## config.mk

```make
export PLATFORM = sky130hd
export DESIGN_NAME = uart_rx_ctrl
export DESIGN_NICKNAME = d
export VERILOG_FILES = /design/src/rtl/uart_pkg.sv /design/src/rtl/uart_sync2.sv /design/src/rtl/uart_rx_ctrl.sv
export SDC_FILE = /design/constraint.sdc
export NUM_CORES = 1
export LEC_CHECK = 0
export CORE_ASPECT_RATIO = 1.5
export CORE_MARGIN = 8
export CORE_UTILIZATION = 59
export DETAILED_ROUTE_END_ITERATION = 8
export GPL_TIMING_DRIVEN = 0
export PLACE_DENSITY_LB_ADDON = 0.05
export SYNTH_ARGS = -nofsm -noshare
export SYNTH_HDL_FRONTEND = slang
export SYNTH_SLANG_ARGS = --single-unit
```

## constraint.sdc

```tcl
create_clock -name clk -period 2.6 [get_ports clk]
set_input_delay 0.39 -clock clk [delete_from_list [all_inputs] [get_ports clk]]
set_output_delay 0.39 -clock clk [all_outputs]
set_load 0.03 [all_outputs]
```

## src/rtl/uart_pkg.sv

```systemverilog
// rtl/uart_pkg.sv - shared UART constants and receiver state encoding
package uart_pkg;

  localparam int UART_DATA_WIDTH = 8;
  localparam int UART_OVERSAMPLE = 16;

  localparam logic [2:0] ST_IDLE  = 3'd0;
  localparam logic [2:0] ST_START = 3'd1;
  localparam logic [2:0] ST_DATA  = 3'd2;
  localparam logic [2:0] ST_STOP  = 3'd3;
  localparam logic [2:0] ST_LOAD  = 3'd4;

  typedef enum logic [2:0] {
    IDLE  = ST_IDLE,
    START = ST_START,
    DATA  = ST_DATA,
    STOP  = ST_STOP,
    LOAD  = ST_LOAD
  } rx_state_t;

endpackage

```

## src/rtl/uart_sync2.sv

```systemverilog
// rtl/uart_sync2.sv - two-flop synchronizer for an asynchronous input
module uart_sync2 #(
  parameter logic RESET_VAL = 1'b1
) (
  input  logic i_clk,
  input  logic i_rst,
  input  logic i_d,
  output logic o_q
);

  logic r_meta;
  logic r_sync;

  always_ff @(posedge i_clk or posedge i_rst) begin
    if (i_rst) begin
      r_meta <= RESET_VAL;
      r_sync <= RESET_VAL;
    end else begin
      r_meta <= i_d;
      r_sync <= r_meta;
    end
  end

  assign o_q = r_sync;

endmodule

```

## src/rtl/uart_rx_ctrl.sv

```systemverilog
// rtl/uart_rx_ctrl.sv - oversampling UART receive sequencer
// Validates the start bit at mid-bit, shifts data LSB-first, checks stop, strobes ld_data.
module uart_rx_ctrl
  import uart_pkg::*;
#(
  parameter int DATA_WIDTH = UART_DATA_WIDTH,
  parameter int OVERSAMPLE = UART_OVERSAMPLE
) (
  input  logic                  clk,
  input  logic                  rst,
  input  logic                  baud_tick,
  input  logic                  rx_serial,
  output logic [DATA_WIDTH-1:0] Parallel_out,
  output logic                  ld_data,
  output logic                  rx_busy,
  output logic                  framing_err
);

  localparam int TW = $clog2(OVERSAMPLE);
  localparam int BW = $clog2(DATA_WIDTH) + 1;
  localparam logic [TW-1:0] TICK_MID  = TW'(OVERSAMPLE / 2 - 1);
  localparam logic [TW-1:0] TICK_LAST = TW'(OVERSAMPLE - 1);
  localparam logic [BW-1:0] BIT_LAST  = BW'(DATA_WIDTH - 1);

  rx_state_t             r_state;
  rx_state_t             w_next_state;
  logic [TW-1:0]         r_tick_cnt;
  logic [BW-1:0]         r_bit_cnt;
  logic [DATA_WIDTH-1:0] r_shift;
  logic [DATA_WIDTH-1:0] r_parallel;
  logic                  r_ferr;
  logic                  w_rx_s;
  logic                  w_mid_hit;
  logic                  w_end_hit;

  uart_sync2 #(.RESET_VAL(1'b1)) u_sync (
    .i_clk (clk),
    .i_rst (rst),
    .i_d   (rx_serial),
    .o_q   (w_rx_s)
  );

  assign w_mid_hit = baud_tick && (r_tick_cnt == TICK_MID);
  assign w_end_hit = baud_tick && (r_tick_cnt == TICK_LAST);

  always_ff @(posedge clk or posedge rst) begin
    if (rst) begin
      r_state <= IDLE;
    end else begin
      r_state <= w_next_state;
    end
  end

  always_comb begin
    w_next_state = r_state;
    case (r_state)
      IDLE:    if (!w_rx_s) w_next_state = START;
      // A high line at mid-start is a glitch: drop back silently.
      START:   if (w_mid_hit) w_next_state = w_rx_s ? IDLE : DATA;
      DATA:    if (w_end_hit && (r_bit_cnt == BIT_LAST)) w_next_state = STOP;
      STOP:    if (w_end_hit) w_next_state = w_rx_s ? LOAD : IDLE;
      LOAD:    w_next_state = IDLE;
      default: w_next_state = IDLE;
    endcase
  end

  always_ff @(posedge clk or posedge rst) begin
    if (rst) begin
      r_tick_cnt <= '0;
      r_bit_cnt  <= '0;
      r_shift    <= '0;
      r_parallel <= '0;
      r_ferr     <= 1'b0;
    end else begin
      r_ferr <= 1'b0;
      case (r_state)
        IDLE: r_tick_cnt <= '0;
        START: begin
          if (w_mid_hit) begin
            r_tick_cnt <= '0;
            r_bit_cnt  <= '0;
          end else if (baud_tick) begin
            r_tick_cnt <= r_tick_cnt + 1'b1;
          end
        end
        DATA: begin
          if (w_end_hit) begin
            r_shift    <= {w_rx_s, r_shift[DATA_WIDTH-1:1]};
            r_bit_cnt  <= r_bit_cnt + 1'b1;
            r_tick_cnt <= '0;
          end else if (baud_tick) begin
            r_tick_cnt <= r_tick_cnt + 1'b1;
          end
        end
        STOP: begin
          if (w_end_hit) begin
            r_tick_cnt <= '0;
            // Output register only moves on a good stop bit.
            if (w_rx_s) begin
              r_parallel <= r_shift;
            end else begin
              r_ferr <= 1'b1;
            end
          end else if (baud_tick) begin
            r_tick_cnt <= r_tick_cnt + 1'b1;
          end
        end
        default: ;
      endcase
    end
  end

  assign Parallel_out = r_parallel;
  assign ld_data      = (r_state == LOAD);
  assign rx_busy      = (r_state != IDLE);
  assign framing_err  = r_ferr;

endmodule

```

==> summary by stage, run 1 <==
Timing
The final critical-path setup slack is around 0.19 ns. The final-report max-slew violation count is 0. The final setup violation count is 0. The minimum clock period after layout is 2.41 ns. The achievable frequency is 415 MHz. Summed over all failing endpoints, the final setup total negative slack is 0 ns.

The setup skew after layout is 0.00785 ns. The total count of hold-check failures in the final report is 0. The final period utilization is between 90 and 100%. Setup repair after global routing left no endpoint under its margin. The relative slew slack is between 20% and 30%.

At the pin with the least slew margin, the transition time is 1.11 ns.

Floorplan
The floorplan step defined a die boundary enclosing between 4000 and 5000 um^2. The vertical extent of the die is 76.5 um. In this run the count of I/O pins placed on the die edge is 15. The initial core utilization is between 60 and 70%. The area of the core is 2390 um^2. Row generation in the floorplan step produced 22 rows. The die is approximately 56 um wide.

Job
Max-cap violations in this run came to 0.

Route
The total DRC errors in the routed layout is 0. The number of nets with antenna violations after detailed routing is 0. The number of vias per cell after detailed routing is 6.06. Detailed routing inserted a total of between 900 and 1,000 vias.

For this block, the routed nets add up to about 2600 um of wire. The first TritonRoute pass finished after 4 iterations. The routed length per instance is 16.1 um. The violation count after the first detailed-routing iteration is 17.

Placed design
Detailed placement ended at an HPWL of between 1500 and 2000 um. Routability-driven placement finished with a final weighted congestion of 0.840. Once placement completed, the tool counted placed cells totaling between 150 and 200. In this run the cell area measured after placement is between 1500 and 2000 um^2. The count of input and output buffers is 14.

Before CTS, the worst setup slack after placement is around 0.56 ns.

Setup path
The launching point of the worst reg2reg path is r_tick_cnt[0]. In this run the worst path has a maximum fanout of 10. For the worst setup path, the data required time is roughly 2.2 ns. STA classifies the critical path endpoint as an output pin. The kind of cell adding the most delay to the critical path is buffers and inverters.

The cell count of the worst reg-to-reg path is 6. The timing startpoint of the critical path is r_state[0]. The type of the worst setup path is reg2out. The worst-path cell with the longest stage delay is sky130_fd_sc_hd__clkdlybuf4s50_1. The largest stage delay on the critical path is around 0.6 ns.

Traced cell by cell, the critical path runs through clkbuf_1 -> or3_1 -> clkdlybuf4s50_1. The critical path buffer and inverter count is 2. In this run the number of cells on the critical path is 3.

The critical path arrival is roughly 2.0 ns. The worst setup path is launched from a register.

Cells and area
In the layout the commonest cells are 28 x sky130_fd_sc_hd__dfrtp_1, 14 x sky130_fd_sc_hd__clkdlybuf4s50_1, 8 x sky130_fd_sc_hd__mux2_4, 8 x sky130_fd_sc_hd__mux2_1, 6 x sky130_fd_sc_hd__nor2_1. The count of cells in the finished layout, fillers not included, comes to roughly 160. The fraction of layout cells with a size suffix above 1 is around a fifth.

Summing all non-filler instances in the final layout gives an area of about 1700 um^2. The total number of nets in the final design is 142. The library cell used most frequently in the layout, excluding fill and tap cells, is sky130_fd_sc_hd__dfrtp_1. The number of inserted filler cells in the final layout is ~170. From synthesis to final layout, the design area changed by 16.0%.

The antenna cell count is 0.

CTS
In this run the clock root is driven by a sky130_fd_sc_hd__clkbuf_4. After clock tree synthesis, the clock-pin slew on the worst setup and hold paths is 0.10 ns. The count of H-tree levels built during CTS is 2. TritonCTS built the clock tree. In this run the deepest clock path goes through 2 buffers. The clock net in this run drives a total of 30 sinks. The number of buffers added for setup after CTS is 0. The clock insertion delay at the later pin of the skew report is 0.32 ns. Counting the buffers created by CTS gives 5. The number of gates resized after CTS is 0. The quantity of hold-fixing buffers added after cts is 0.

Logic synthesis
The post-synthesis sequential area ratio is 52.4%. The primary flip-flop cell chosen by synthesis mapping is sky130_fd_sc_hd__dfrtp_1. The number of enable flip-flop cells after synthesis is 0. The per-instance average area after synthesis is roughly 13 um^2.

The cell area after technology mapping is around 1400 um^2. Of all cell types, the one taking the most synthesized area is sky130_fd_sc_hd__dfrtp_1. Counting flops and latches in the post-synthesis netlist gives 30. The cell count after synthesis is between 100 and 150.

For this run, asynchronously set or reset flops after synthesis account for 100%. After synthesis, the cell types taking the most area are sky130_fd_sc_hd__dfrtp_1 49%, sky130_fd_sc_hd__mux2_4 8.4%, sky130_fd_sc_hd__mux2_1 6.3%. The net count of the mapped netlist is ~120. The area share of the leading cell type in the synthesized netlist is 48.7%. The count of cell types in the netlist is 39. The count of synthesis-stage warnings from yosys is 0.

Hold path
The number of cells traversed by the worst hold path is 0. The worst hold path belongs to the class reg2reg. The worst hold path begins at u_sync.r_meta.

Power
The worst supply voltage drop on vdd is a little under 600 uV. Power spread over the standard cell area amounts to 726 nW/um^2. For this design the static power due to leakage is 0.772 nW.

GRT
The global-route congestion overflow total is 0. Global routing consumed, over all layers together, between 10% and 20% of the routing resources. The number of antenna violations at the first check in global routing is 0. The global-route wire length before repair is about 4700 um.

The via count of the first global-routing pass was about 1,000. The largest net degree at the start of global routing is 31.

Outcome
The run finished with clean final reports.
## flip-flops by register name, summed over array words and instances, names as in the netlist
signal / count
u_sync.r_meta: 1
r_bit_cnt: 4
Parallel_out: 8
u_sync.o_q: 1
r_shift: 8
r_state: 3
r_tick_cnt: 4
framing_err: 1
## power breakdown
part           switching (W)  total (W)  internal [W]
registers          0.0000536   0.000574      0.000521
logic               0.000188   0.000348      0.000160
clock network       0.000158   0.000289      0.000131
total               0.000400    0.00121      0.000811
## through the flow
stage	utilization, %	hold slack [ns]	power (W)
6_report	69.6	0.371	0.00121
3_5_place_dp	67.1	0.355	0.000930
5_1_grt	69.6	0.378	0.00129
4_1_cts	69.6	0.375	0.00122
3_3_place_gp	67.1	0.347	0.000911
2_1_floorplan	-	0.345	0.000852
## worst paths after layout
| check | to | slack [ns] |
|---|---|---|
| min in group asynchronous | Parallel_out[1] | 0.64 |
| setup reg to reg | r_shift[4] | 0.82 |
| setup / recovery | rx_busy | 0.19 |
| hold / removal | u_sync.o_q | 0.37 |
| hold reg to reg | u_sync.o_q | 0.37 |
| max in group asynchronous | Parallel_out[7] | 1.29 |
## cell usage after synthesis (all sizes together), types with 2 or more instances
library cell	instances
a31oi	5
a21oi	5
mux2i	2
dfstp	2
a211oi	2
nand4	5
nand2b	3
ha	2
nand2	2
mux2	16
buf	6
a221oi	2
dfrtp	28
inv	4
nor2	6
nor3b	2
nor3	3
and3	3
and2	2
## logic make-up after synthesis
kind of cell / count (synthesis) / synth area share, %
fa+ha+maj: 2 / 1.74
simple gates: 36 / 16.5
compound gates: 18 / 9.05
flops: 30 / 52.4
buf+inv: 11 / 4.26
mux: 18 / 16.0
## area by class of cell
| type | instances | area, um^2 | area share (%) |
|---|---|---|---|
| inverters | 4 | 15.0 | 0.900 |
| well taps | 24 | 30.0 | 1.80 |
| flip-flops and latches | 30 | 753 | 45.2 |
| repair buffers | 14 | 140 | 8.40 |
| plain buffers | 7 | 46.3 | 2.78 |
| clock buffers | 7 | 55.1 | 3.30 |
| clock inverters | 1 | 5.00 | 0.300 |
| multi-input cells | 74 | 623 | 37.4 |
## metal layers
metal	global-route usage (%)	routed length, um	vias up	part of all wire, %
li1	-	-	456	-
met1	14.0	1070	499	41
met2	22.7	1390	17	54
met3	5.17	85	4	3.3
met4	5.07	38	0	1.5
met5	0	0	-	0
Power figures use the tool's default switching activity.
==> inputs of run 2 (changes only) <==
Settings changed: CORE_UTILIZATION 59 to 65, DONT_BUFFER_PORTS set to 1, MAX_ROUTING_LAYER set to met4.
==> summary by stage, run 2 (same netlist as run 1, synthesis figures left out) <==
Timing
Adding up every negative setup slack in the final design gives 0 ns. The minimum clock period after layout is between 2 and 2.5 ns. The relative slew slack is 28.6%. The final-report max-slew violation count is 0.

Across all hold checks on the routed design, the worst slack comes to roughly 0.049 ns. The final critical path takes up between 80 and 90% of the cycle. Setup violations remaining at the end of the flow were counted as 0. Setup slack on the critical path of the routed design comes to a little under 0.4 ns.

Setup repair after global routing left no endpoint under its margin. Static timing analysis puts the maximum clock frequency at 452 MHz. The slew at the pin closest to its max-slew limit is 1.07 ns. The setup skew after layout is ~0.011 ns. The total count of hold-check failures in the final report is 0.

CTS
The number of buffers added for setup after CTS is 0. TritonCTS built the clock tree. The clock tree root buffer cell is sky130_fd_sc_hd__clkbuf_4. For the worst-skew pair, the clock arrives at the later sink with an insertion delay of ~0.33 ns.

No sink is reached through more buffers than the 2 on the longest clock path. In this run, post-CTS repair resized a total of 0 instances. The number of buffers inserted during clock tree synthesis is 5. The clock input transition at the sequential cells of the worst setup and hold paths is 0.10 ns. The clock net in this run drives a total of 30 sinks. The count of H-tree levels built during CTS is 2. In this run, post-CTS hold repair placed 0 buffers.

Power
The static leakage is about 0.72 nW. The worst supply voltage drop on vdd is roughly 610 uV. For this design the ratio of total power to cell area is between 700 and 800 nW/um^2.

Setup path
The type of the worst setup path is reg2out. Data arrives at the worst endpoint at 1.82 ns. The register-to-register path setup slack is roughly 0.83 ns. The worst register-to-register path ends at r_shift[1].

Of all nets on the critical path, the largest fanout is 10. The element type at the critical path end is an output pin. The cell count of the worst reg-to-reg path is 6. The required time reported for the critical path endpoint is about 2.2 ns.

The startpoint kind of the worst setup timing path is a register. The worst register-to-register path begins at r_tick_cnt[0].

Floorplan
Once the floorplan was initialized, standard cells occupied 66.7% of the core. 15 I/O pins were placed. The total area inside the core boundary comes to approximately 2200 um^2. The vertical extent of the die is about 74 um.

The floorplan die width is 54.4 um. In this run the core area contains 21 standard-cell rows. The die footprint is 4000 um^2.

Hold path
The number of cells traversed by the worst hold path is 0. The startpoint identified for the worst hold timing path is rx_serial. The class of the worst hold path is in2reg. The worst hold path endpoint is u_sync.r_meta.

Outcome
The flow ran to the end, and the final reports show no timing, DRC or antenna violations.

Route
After detailed routing, the number of vias per cell comes to a little over 6. The total via count in the routed design is 888. The count of nets left with antenna violations once routing finished came out at 0. The routed length per instance is between 15 and 20 um. The first detailed-routing pass took 4 iterations. The detailed router finished its first iteration with 35 violations. For this run, design rule violations remaining after detail routing come to 0.

Summed over all layers, the routed wires come to around 2400 um.

GRT
The first global-routing pass estimated slightly below 4000 um of wire. Entering global routing, the biggest net connects 31 pins. Across every metal layer, demand over resource in global routing totals 14.1%. The global-route congestion overflow total is 0. The number of antenna violations at the first check in global routing is 0. The via count of the first global-routing pass is between 800 and 900.

Placed design
The minimum setup slack after placement is roughly 0.74 ns. Summing all placed instances gives a cell area of about 1500 um^2. In this run the tool buffered the top-level ports with 0 buffer cells.

Summed over all nets, the half-perimeter wirelength after detailed placement is between 1500 and 2000 um. The congestion estimate from routability-driven global placement came to 0.828.

Cells and area
Fill cells in the final layout number 151. Cells with a size suffix above 1 make up 22.8% of the layout. In the layout the commonest cells are 28 x sky130_fd_sc_hd__dfrtp_1, 8 x sky130_fd_sc_hd__mux2_4, 8 x sky130_fd_sc_hd__mux2_1. Once layout is done, the placed cells without fillers occupy ~1500 um^2.

0 antenna diodes ended up in the layout. Leaving out fill and tap cells, the most frequent cell in the layout is sky130_fd_sc_hd__dfrtp_1. After the last flow step, the layout net total stands at between 100 and 150. Relative to the synthesized area, the layout overhead comes to 6.18%.

Job
Across the run, the number of max-cap violations was 0.
==> run 2: cell types whose count changed in the layout (fill, tap and decap cells not counted) <==
cell                              change
sky130_fd_sc_hd__clkdlybuf4s50_1     -14
==> run 2: critical path: stages, from the launching register on <==
cell,delay [ns]
sky130_fd_sc_hd__dfrtp_1,0.40
sky130_fd_sc_hd__buf_2,0.25
sky130_fd_sc_hd__inv_1,0.13
sky130_fd_sc_hd__nor3_1,0.71
==> run 2: final cells by class <==
class,count,area (um^2),share of cell area [%]
Clock buffer,7,55.1,3.61
Multi-Input combinational cell,74,623,40.8
Buffer,7,46.3,3.03
Clock inverter,1,5.00,0.328
Sequential cell,30,753,49.3
Tap cell,23,28.8,1.89
Inverter,4,15.0,0.984
==> run 2: worst max path at each step <==
stage	startpoint	endpoint	slack [ns]
after detailed placement	r_state[2]	ld_data	0.74
after global routing	r_state[2]	ld_data	0.25
after floorplan	r_state[2]	ld_data	0.90
after CTS	r_state[2]	ld_data	0.37
final	r_state[2]	ld_data	0.39
after global placement	r_state[2]	ld_data	0.75
==> run 2: per-stage QoR <==
| step | cells | power [W] | utilization [%] |
|---|---|---|---|
| 6_report | 146 | 0.00120 | 70.8 |
| 5_1_grt | 146 | 0.00127 | 70.8 |
| 4_1_cts | 146 | 0.00120 | 70.8 |
| 3_5_place_dp | 138 | 0.000917 | 68.1 |
| 3_3_place_gp | 138 | 0.000901 | 68.1 |
| 2_1_floorplan | 115 | 0.000852 | - |
==> run 2: where the power goes <==
part,switching [W],internal (W)
Sequential,0.0000531,0.000521
Combinational,0.000185,0.000150
Clock,0.000161,0.000131
==> run 2: layer usage <==
metal | vias to the layer above | part of all wire (%) | track usage (%)
li1 | 429 | - | -
met1 | 438 | 43 | 16.4
met2 | 16 | 50 | 20.3
met3 | 5 | 4.5 | 5.47
met4 | 0 | 2.4 | 7.42
met5 | - | 0 | -
